--- config.mk ---
export PLATFORM = sky130hd
export DESIGN_NAME = muldiv_unit
export DESIGN_NICKNAME = d
export VERILOG_FILES = /design/src/rtl/muldiv_unit.sv
export SDC_FILE = /design/constraint.sdc
export NUM_CORES = 1
export LEC_CHECK = 0
export CAP_MARGIN = 20
export CORE_UTILIZATION = 60
export DETAILED_ROUTE_END_ITERATION = 8
export MAX_ROUTING_LAYER = met4
export PLACE_DENSITY_LB_ADDON = 0.05
export SYNTH_ARGS = -nofsm -noshare
export SYNTH_HDL_FRONTEND = slang
export SYNTH_SLANG_ARGS = --single-unit
--- constraint.sdc ---
create_clock -name clk -period 6.95 [get_ports clk]
set_input_delay 0.695 -clock clk [delete_from_list [all_inputs] [get_ports clk]]
set_output_delay 0.695 -clock clk [all_outputs]
set_load 0.05 [all_outputs]
--- src/rtl/muldiv_unit.sv ---
// Iterative multiply/divide unit that owns the architectural HI/LO registers.
// Multiplies use radix-2 shift-add and divides use restoring shift-subtract, one
// bit per cycle, followed by a single sign-correction cycle. Also services mthi/mtlo.
module muldiv_unit #(
    parameter int XLEN = 32
) (
    input  logic            clk,
    input  logic            rst_n,
    input  logic            start_E,
    input  logic [1:0]      op_E,
    input  logic [XLEN-1:0] src_a,
    input  logic [XLEN-1:0] src_b,
    input  logic            mthi_E,
    input  logic            mtlo_E,
    output logic            busy,
    output logic            done,
    output logic            div_by_zero,
    output logic [XLEN-1:0] hi,
    output logic [XLEN-1:0] lo
);

    localparam int CW = $clog2(XLEN);
    localparam logic [CW-1:0] LAST_ITER = CW'(XLEN - 1);

    typedef enum logic [1:0] {
        IDLE,
        CALC,
        FIXUP
    } state_e;

    state_e              state_q, state_d;
    logic [CW-1:0]       cnt_q, cnt_d;
    logic [2*XLEN-1:0]   acc_q, acc_d;
    logic [XLEN-1:0]     opB_q, opB_d;
    logic                isDiv_q, isDiv_d;
    logic                negRes_q, negRes_d;
    logic                negRem_q, negRem_d;
    logic [XLEN-1:0]     hi_q, hi_d;
    logic [XLEN-1:0]     lo_q, lo_d;
    logic                busy_q, busy_d;
    logic                done_q, done_d;
    logic                dbz_q, dbz_d;
    logic                dbzPend_q, dbzPend_d;

    // Operand decode and per-iteration datapath for both algorithms.
    logic                opSigned;
    logic                opDiv;
    logic                aNeg;
    logic                bNeg;
    logic [XLEN-1:0]     aMag;
    logic [XLEN-1:0]     bMag;
    logic [XLEN:0]       mulAdd;
    logic [XLEN:0]       mulSum;
    logic [2*XLEN-1:0]   mulNext;
    logic [XLEN:0]       divShift;
    logic [XLEN:0]       divDiff;
    logic [2*XLEN-1:0]   divNext;
    logic [2*XLEN-1:0]   prodFix;
    logic [XLEN-1:0]     quotFix;
    logic [XLEN-1:0]     remFix;

    // Combinational datapath: operand magnitudes, one shift-add / shift-subtract step, sign fixup.
    always_comb begin
        opSigned = ~op_E[0];
        opDiv    = op_E[1];
        aNeg     = opSigned & src_a[XLEN-1];
        bNeg     = opSigned & src_b[XLEN-1];
        aMag     = aNeg ? -src_a : src_a;
        bMag     = bNeg ? -src_b : src_b;

        mulAdd   = acc_q[0] ? {1'b0, opB_q} : '0;
        mulSum   = {1'b0, acc_q[2*XLEN-1:XLEN]} + mulAdd;
        mulNext  = {mulSum, acc_q[XLEN-1:1]};

        divShift = acc_q[2*XLEN-1:XLEN-1];
        divDiff  = divShift - {1'b0, opB_q};
        divNext  = divDiff[XLEN] ? {divShift[XLEN-1:0], acc_q[XLEN-2:0], 1'b0}
                                 : {divDiff[XLEN-1:0],  acc_q[XLEN-2:0], 1'b1};

        prodFix  = negRes_q ? -acc_q : acc_q;
        quotFix  = negRes_q ? -acc_q[XLEN-1:0] : acc_q[XLEN-1:0];
        remFix   = negRem_q ? -acc_q[2*XLEN-1:XLEN] : acc_q[2*XLEN-1:XLEN];
    end

    // Next-state logic: issue/mthi/mtlo in IDLE, iterate in CALC, commit in FIXUP.
    always_comb begin
        state_d   = state_q;
        cnt_d     = cnt_q;
        acc_d     = acc_q;
        opB_d     = opB_q;
        isDiv_d   = isDiv_q;
        negRes_d  = negRes_q;
        negRem_d  = negRem_q;
        hi_d      = hi_q;
        lo_d      = lo_q;
        busy_d    = busy_q;
        done_d    = 1'b0;
        dbz_d     = 1'b0;
        dbzPend_d = 1'b0;

        case (state_q)
            IDLE: begin
                if (dbzPend_q) begin
                    done_d = 1'b1;
                    dbz_d  = 1'b1;
                end
                if (start_E) begin
                    if (opDiv && (src_b == '0)) begin
                        dbzPend_d = 1'b1;
                    end else begin
                        acc_d    = {{XLEN{1'b0}}, opDiv ? aMag : bMag};
                        opB_d    = opDiv ? bMag : aMag;
                        isDiv_d  = opDiv;
                        negRes_d = aNeg ^ bNeg;
                        negRem_d = opDiv & aNeg;
                        cnt_d    = '0;
                        busy_d   = 1'b1;
                        state_d  = CALC;
                    end
                end else begin
                    if (mthi_E) begin
                        hi_d = src_a;
                    end
                    if (mtlo_E) begin
                        lo_d = src_a;
                    end
                end
            end
            CALC: begin
                acc_d = isDiv_q ? divNext : mulNext;
                cnt_d = cnt_q + CW'(1);
                if (cnt_q == LAST_ITER) begin
                    state_d = FIXUP;
                end
            end
            FIXUP: begin
                if (isDiv_q) begin
                    hi_d = remFix;
                    lo_d = quotFix;
                end else begin
                    hi_d = prodFix[2*XLEN-1:XLEN];
                    lo_d = prodFix[XLEN-1:0];
                end
                done_d  = 1'b1;
                busy_d  = 1'b0;
                state_d = IDLE;
            end
            default: begin
                busy_d  = 1'b0;
                state_d = IDLE;
            end
        endcase
    end

    // State and output registers; reset discards any operation in flight.
    always_ff @(posedge clk or negedge rst_n) begin
        if (!rst_n) begin
            state_q   <= IDLE;
            cnt_q     <= '0;
            acc_q     <= '0;
            opB_q     <= '0;
            isDiv_q   <= 1'b0;
            negRes_q  <= 1'b0;
            negRem_q  <= 1'b0;
            hi_q      <= '0;
            lo_q      <= '0;
            busy_q    <= 1'b0;
            done_q    <= 1'b0;
            dbz_q     <= 1'b0;
            dbzPend_q <= 1'b0;
        end else begin
            state_q   <= state_d;
            cnt_q     <= cnt_d;
            acc_q     <= acc_d;
            opB_q     <= opB_d;
            isDiv_q   <= isDiv_d;
            negRes_q  <= negRes_d;
            negRem_q  <= negRem_d;
            hi_q      <= hi_d;
            lo_q      <= lo_d;
            busy_q    <= busy_d;
            done_q    <= done_d;
            dbz_q     <= dbz_d;
            dbzPend_q <= dbzPend_d;
        end
    end

    assign busy        = busy_q;
    assign done        = done_q;
    assign div_by_zero = dbz_q;
    assign hi          = hi_q;
    assign lo          = lo_q;

endmodule
==> results.tsv, run 1 <==
stage	metric	value	unit
run_status	status	finished clean	
critical_path	Critical Path AT	4740	ps
clock_tree	Num CTS Buffers	17	
placement	dpl hpwl	35100	µm
global_routing	first-pass GRT wire length	71600	µm
sta	Setup TNS	0	ps
critical_path	Critical Path, Cell by Cell	inv_1 -> buf_4 -> nor2_1 -> ha_1 -> a21oi_1 -> o211a_1 -> o21ai_0 -> and3_1 -> o32ai_1 -> o21ai_1 -> a2111oi_0 -> nor2_1 -> xor2_1 -> a21o_1	
pwr	Leak	7.06	nW
global_routing	met2 usage	61.5	%
routing	DR DRC count	0	
logic_synthesis	post-synth net total	1974	
sta	Max Transition Viols Final	0	
routing	drt wl/cell	20.9	µm
routing	routed wire length	46600	µm
sta	Achievable Freq	227	MHz
logic_synthesis	top_reg_cell synth	dfrtp_1	
routing	Via density	6.40	
pwr	pwr dens	555	nW/µm²
sta	RSZ-0062 raised after global routing	no	
final_layout	layout cell share with drive strength beyond 1	5.34	%
floorplanning	Std-Cell Rows	56	
floorplanning	Initial Util	61.6	%
logic_synthesis	EDFF count, synth	0	
sta	Worst-Margin Slew	1090	ps
routing	First-pass DRT Iterations	7	
logic_synthesis	syn_area_per_cell	7.97	µm²
floorplanning	die height	158	µm
clock_tree	CTS Hold Bufs	0	
global_routing	global route overflow	0	
sta	final setup vio count	0	
critical_path	Worst Setup Start Kind	register	
final_layout	Final Core Density	70.5	%
critical_path	crit path max-delay cell type	a2111oi_0	
pwr	Net Sw Power	4.76	mW
global_routing	M1 GR Usage	52.3	%
logic_synthesis	synth warn	0	
clock_tree	CTS Buffer Depth	2	
clock_tree	worst skew pair latency	440	ps
clock_tree	TritonCTS clock tree	built	
floorplanning	I/O pin total	138	
sta	final worst-path cycle share	63.5	%
floorplanning	Core Region	23700	µm²
critical_path	RR Startpoint	acc_q[0]	
final_layout	most frequent cells in the layout	211 x o21ai_0, 190 x nor2_1, 174 x nand2_1	
floorplanning	DIE WIDTH	158	µm
sta	Min Hold Slack	209	ps
routing	antenna-violating nets left	0	
placement	placed cell areas	16100	µm²
final_layout	Area growth, synth to finish	14.5	%
critical_path	peak fanout along the critical path	31	
logic_synthesis	FF+latch count, synth	174	
pwr	Clock Power Share	10.8	%
global_routing	met3 GRT Util	4.33	%
critical_path	critical path's largest stage delay	620	ps
logic_synthesis	post-synthesis instance area	14600	µm²
final_layout	Layout Nets	2041	
pwr	Internal	4.51	mW
sta	clock skew	18.0	ps
critical_path	R2R Setup Slk	2540	ps
logic_synthesis	Gate Count Post-Synth	1831	
critical_path	Setup CP Type	register to register	
floorplanning	Die ar.	25000	µm²
run	max-capacitance violation count	0	
pwr	Overall Power	9.27	mW
clock_tree	Clock H-tree levels	4	
global_routing	GR peak layer	met2	
pwr	Sw Ratio	51.3	%
final_layout	Diodes inserted	0	
critical_path	crit end category	register	
routing	routed via count	14300	
hold_path	Hold WC Path Type	input port to async pin	
clock_tree	Sink Count	174	
placement	I/O Buffers	137	
pwr	sequential share of power	23.2	%
final_layout	most common cell after layout, fill and taps aside	o21ai_0	
logic_synthesis	post-synthesis async set-or-reset flop share	100	%
global_routing	initial antenna violation count	0	
clock_tree	CTS resizes	0	
critical_path	RR Endpoint	acc_q[62]	
pwr	Comb power frac	66.1	%
sta	Final Critical Period	4410	ps
sta	Final Hold Viols	0	
clock_tree	# Post-CTS Setup Buffers	0	
critical_path	crit path from	acc_q[0]	
placement	Final GP Congestion	1.01	
clock_tree	Clock Pin Slew Worst Setup and Hold Paths	80	ps
logic_synthesis	Distinct cells, synth	81	
pwr	worst IR drop on VDD	340	µV
logic_synthesis	sequential cell area fraction in the yosys report	29.8	%
global_routing	vias in the first global route	13000	
critical_path	Worst path most repeated cell	nor2_1	
final_layout	Design Area, Final	16700	µm²
clock_tree	Clock Tree Root	clkbuf_16	
global_routing	Tot GR Track Use	38.7	%
routing	DR iter-0 viols	1249	
global_routing	largest net degree at the start of global routing	84	
critical_path	required time of the critical path	7280	ps
sta	Worst slew margin	27.1	%
critical_path	Reg2Reg Depth	14	
[critical path, delay by kind of cell, from the launching register on]
kind / cells / cell delay (ps)
fa+ha+maj: 1 / 370
compound gates: 7 / 2230
buf+inv: 2 / 480
simple gates: 3 / 500
xor+xnor: 1 / 200
flops: 1 / 520
[logic make-up (layout without fill, tap and decap cells)]
logic type	count (synthesis)	after routing	share of synthesized area, %
AOI/OAI and AO/OA	599	599	25.0
and+or+nand+nor	548	548	17.5
xor gates and xnor gates	176	176	10.6
buffers and inverters	175	254	4.72
DFF	174	174	29.8
muxes	87	87	6.10
adders and majority gates	72	72	6.28
[routing by layer]
layer / vias to the layer above / wire (µm)
met4: 0 / 1050
met2: 687 / 21600
li1: 6702 / -
met3: 80 / 4030
met1: 6802 / 19900
met5: - / 0
[through the flow]
| step | worst slack (ps) | cells |
|---|---|---|
| after CTS | 2600 | 2229 |
| after global routing | 2310 | 2229 |
| after floorplan | 3580 | 1831 |
| after global placement | 2440 | 2198 |
| after detailed placement | 2390 | 2198 |
| final | 2540 | 2229 |
[cell usage after synthesis, types with 6 or more instances]
master / count / share of area (%)
a211oi_1: 8 / 0.41
a21o_1: 22 / 1.1
a21oi_1: 151 / 5.2
a22oi_1: 80 / 4.1
a31oi_1: 23 / 0.99
and2_1: 6 / 0.26
and3_1: 12 / 0.51
buf_1: 9 / 0.23
buf_2: 16 / 0.55
clkbuf_1: 83 / 2.1
dfrtp_1: 174 / 30
ha_1: 70 / 6.0
inv_1: 65 / 1.7
mux2_2: 16 / 1.2
mux2i_1: 71 / 4.9
nand2_1: 176 / 4.5
nand2b_1: 21 / 0.90
nand3_1: 17 / 0.58
nand4_1: 13 / 0.56
nor2_1: 190 / 4.9
nor2b_1: 18 / 0.77
nor3_1: 30 / 1.0
nor4_1: 16 / 0.69
o21a_1: 7 / 0.36
o21ai_0: 211 / 7.2
o21ai_1: 8 / 0.27
o221ai_1: 8 / 0.48
o31ai_1: 21 / 1.1
o41ai_1: 7 / 0.42
or2_2: 6 / 0.26
or3_1: 10 / 0.43
or4_1: 8 / 0.41
xnor2_1: 94 / 5.6
xor2_1: 82 / 4.9
[final cells by class]
| cell class | instances | area [µm²] |
|---|---|---|
| Multi-Input combinational cell | 1482 | 9590 |
| Fill cell | 1970 | 6980 |
| Sequential cell | 174 | 4360 |
| Timing Repair Buffer | 158 | 1530 |
| Clock buffer | 18 | 439 |
| Tap cell | 319 | 399 |
| Inverter | 65 | 244 |
| Clock inverter | 13 | 154 |
[power by group through the flow]
| stage | Clock (mW) | Combinational, mW | Sequential (mW) |
|---|---|---|---|
| 2_1_floorplan | 0 | 4.01 | 2.52 |
| 3_3_place_gp | 0 | 5.89 | 2.12 |
| 3_5_place_dp | 0 | 6.01 | 2.13 |
| 4_1_cts | 0.998 | 6.05 | 2.12 |
| 5_1_grt | 1.04 | 6.69 | 2.19 |
| 6_report | 0.998 | 6.13 | 2.15 |
[registers in the layout, indices dropped and copies added, names as in the netlist]
signal / flops
acc_q: 64
hi: 32
lo: 32
opB_q: 32
cnt_q: 5
state_q: 2
busy: 1
dbzPend_q: 1
div_by_zero: 1
done: 1
isDiv_q: 1
negRem_q: 1
negRes_q: 1
[worst max-delay path by stage]
| stage | endpoint | slack, ps |
|---|---|---|
| after floorplan | acc_q[62] | 3580 |
| after detailed placement | opB_q[13] | 2390 |
| final | acc_q[62] | 2540 |
| after global routing | acc_q[51] | 2310 |
| after CTS | acc_q[51] | 2600 |
| after global placement | opB_q[11] | 2440 |
Note: power is estimated with default switching activity, not from simulation.
==> run 2, diff against run 1 <==
--- a/config.mk
+++ b/config.mk
@@ -6,7 +6,7 @@
 export NUM_CORES = 1
 export LEC_CHECK = 0
 export CAP_MARGIN = 20
-export CORE_UTILIZATION = 60
+export CORE_UTILIZATION = 54
 export DETAILED_ROUTE_END_ITERATION = 8
 export MAX_ROUTING_LAYER = met4
 export PLACE_DENSITY_LB_ADDON = 0.05
==> constraint.sdc (replaced) <==
create_clock -name clk -period 3.9 [get_ports clk]
set_input_delay 0.39 -clock clk [delete_from_list [all_inputs] [get_ports clk]]
set_output_delay 0.39 -clock clk [all_outputs]
set_load 0.05 [all_outputs]
==> results.tsv, run 2 (synthesis gave the netlist of run 1 again) <==
stage	metric	value	unit	change
clock_tree	worst skew pair latency	450	ps	about the same
clock_tree	Clock Tree Root	clkbuf_16		
sta	final setup vio count	0		unchanged
routing	DR DRC count	17		+17
global_routing	Tot GR Track Use	35.6	%	-3.1 points
final_layout	Area growth, synth to finish	18.2	%	
routing	DR iter-0 viols	1601		+28%
global_routing	global route overflow	0		unchanged
pwr	pwr dens	987	nW/µm²	+78%
routing	routed wire length	47800	µm	+2.7%
sta	Final Critical Period	3640	ps	-769 ps
sta	Min Hold Slack	34.8	ps	-174 ps
pwr	worst IR drop on VDD	508	µV	+49%
final_layout	Layout Nets	2094		+2.6%
global_routing	vias in the first global route	13400		+3.1%
clock_tree	CTS resizes	0		unchanged
final_layout	Biggest register	acc_q		
placement	I/O Buffers	137		unchanged
critical_path	R2R Setup Slk	260	ps	-2280 ps
routing	routed via count	14400		+0.92%
critical_path	RR Startpoint	acc_q[0]		
final_layout	most common cell after layout, fill and taps aside	o21ai_0		
sta	final worst-path cycle share	93.4	%	+30 points
clock_tree	Num CTS Buffers	17		unchanged
sta	Worst slew margin	28.0	%	+0.85 points
run_status	status	finished with violations		
placement	Final GP Congestion	1.01		-0.42%
final_layout	layout cell share with drive strength beyond 1	8.15	%	+2.8 points
sta	Achievable Freq	274	MHz	+21%
clock_tree	Sink Count	174		unchanged
clock_tree	Clock H-tree levels	4		unchanged
sta	Max Transition Viols Final	0		unchanged
sta	Setup TNS	0	ps	unchanged
critical_path	peak fanout along the critical path	4		-87%
clock_tree	CTS Buffer Depth	2		unchanged
run_status	failing checks	DRC		
routing	drt wl/cell	20.8	µm	-0.47%
final_layout	fill count	2281		+16%
global_routing	initial antenna violation count	1		+1
floorplanning	Std-Cell Rows	59		+5.4%
critical_path	RR Endpoint	acc_q[55]		
pwr	Leak	7.36	nW	+4.3%
critical_path	critical path's largest stage delay	430	ps	-190 ps
critical_path	Reg2Reg Depth	14		unchanged
critical_path	crit path from	acc_q[0]		
routing	antenna-violating nets left	0		unchanged
floorplanning	I/O pin total	138		unchanged
critical_path	Setup CP Type	register to register		
critical_path	Critical Path AT	3970	ps	-770 ps
routing	Via density	6.26		-2.2%
clock_tree	Clock Pin Slew Worst Setup and Hold Paths	80	ps	about the same
floorplanning	die height	166	µm	+5.3%
sta	Worst-Margin Slew	1080	ps	-12.7 ps
critical_path	required time of the critical path	4230	ps	-3050 ps
critical_path	crit end category	register		
floorplanning	Core Region	26300	µm²	+11%
critical_path	Worst Setup Start Kind	register		
critical_path	Critical Path, Cell by Cell	and2_1 -> ha_1 -> inv_1 -> fa_1 -> nand2b_1 -> a21o_1 -> a211o_1 -> a21oi_2 -> o41ai_2 -> o21ai_1 -> a21boi_0 -> o2111ai_1 -> o311ai_0 -> a221o_1		
sta	clock skew	21.4	ps	+3.40 ps
final_layout	most frequent cells in the layout	210 x o21ai_0, 190 x nor2_1, 174 x nand2_1		
global_routing	first-pass GRT wire length	74800	µm	+4.6%
floorplanning	DIE WIDTH	166	µm	+5.3%
clock_tree	CTS Hold Bufs	0		unchanged
hold_path	Hold WC Path Type	input port to async pin		
routing	First-pass DRT Iterations	8		+1
final_layout	max reg flops	64		unchanged
critical_path	crit path max-delay cell type	dfrtp_1		
run	max-capacitance violation count	0		unchanged
final_layout	Register Area	4360	µm²	unchanged
global_routing	largest net degree at the start of global routing	98		+17%
placement	dpl hpwl	36300	µm	+3.3%
clock_tree	TritonCTS clock tree	built		
floorplanning	Initial Util	55.5	%	-6.1 points
sta	Final Hold Viols	0		unchanged
floorplanning	Die ar.	27700	µm²	+11%
sta	RSZ-0062 raised after global routing	no		
final_layout	multi-input logic area	9610	µm²	+0.25%
clock_tree	# Post-CTS Setup Buffers	0		unchanged
run 2: metrics by stage:
stage	worst slack [ps]	instances	instance area, µm²	power (mW)	utilization (%)
after floorplan	531	1831	14600	11.6	-
after detailed placement	115	2267	16600	15.0	63.2
after CTS	107	2299	17200	16.9	65.5
after global placement	163	2267	16600	14.8	63.2
final	256	2300	17300	17.0	65.6
after global routing	28.4	2300	17300	18.2	65.6
run 2: worst max-delay path by stage:
stage / to / slack, ps / depth (start not counted)
after floorplan: acc_q[62] / 530 / 15
after global placement: acc_q[31] / 160 / 10
after detailed placement: acc_q[0] / 120 / 10
after CTS: acc_q[55] / 110 / 13
after global routing: acc_q[61] / 30 / 14
final: acc_q[55] / 260 / 14
run 2: worst max-delay path: cells and delay by family (launching register included):
family / cells / cell delay (ps)
AOI/OAI and AO/OA: 9 / 2030
adders and majority gates: 2 / 620
DFF: 1 / 430
and+or+nand+nor: 2 / 380
buffers and inverters: 1 / 80
run 2: cell type report:
cell class,count,area share [%]
antenna,1,0.0145
clock inverter,13,1.02
clock buffer,19,2.57
tap,335,2.43
sequential,174,25.2
multi-input combinational,1482,55.7
inverter,65,1.44
timing repair buffer,211,11.6
run 2: routing by layer:
layer | track usage, % | vias up | share of wire, %
met5 | - | - | 0
met4 | 8.49 | 0 | 2.1
met3 | 4.86 | 69 | 8.3
met2 | 56.1 | 623 | 46
met1 | 48.5 | 6894 | 44
li1 | - | 6816 | -
run 2: where the power goes:
part,internal (mW),switching [mW]
sequential,2.69,1.01
clock,1.04,0.811
combinational,4.70,6.77
total,8.43,8.59
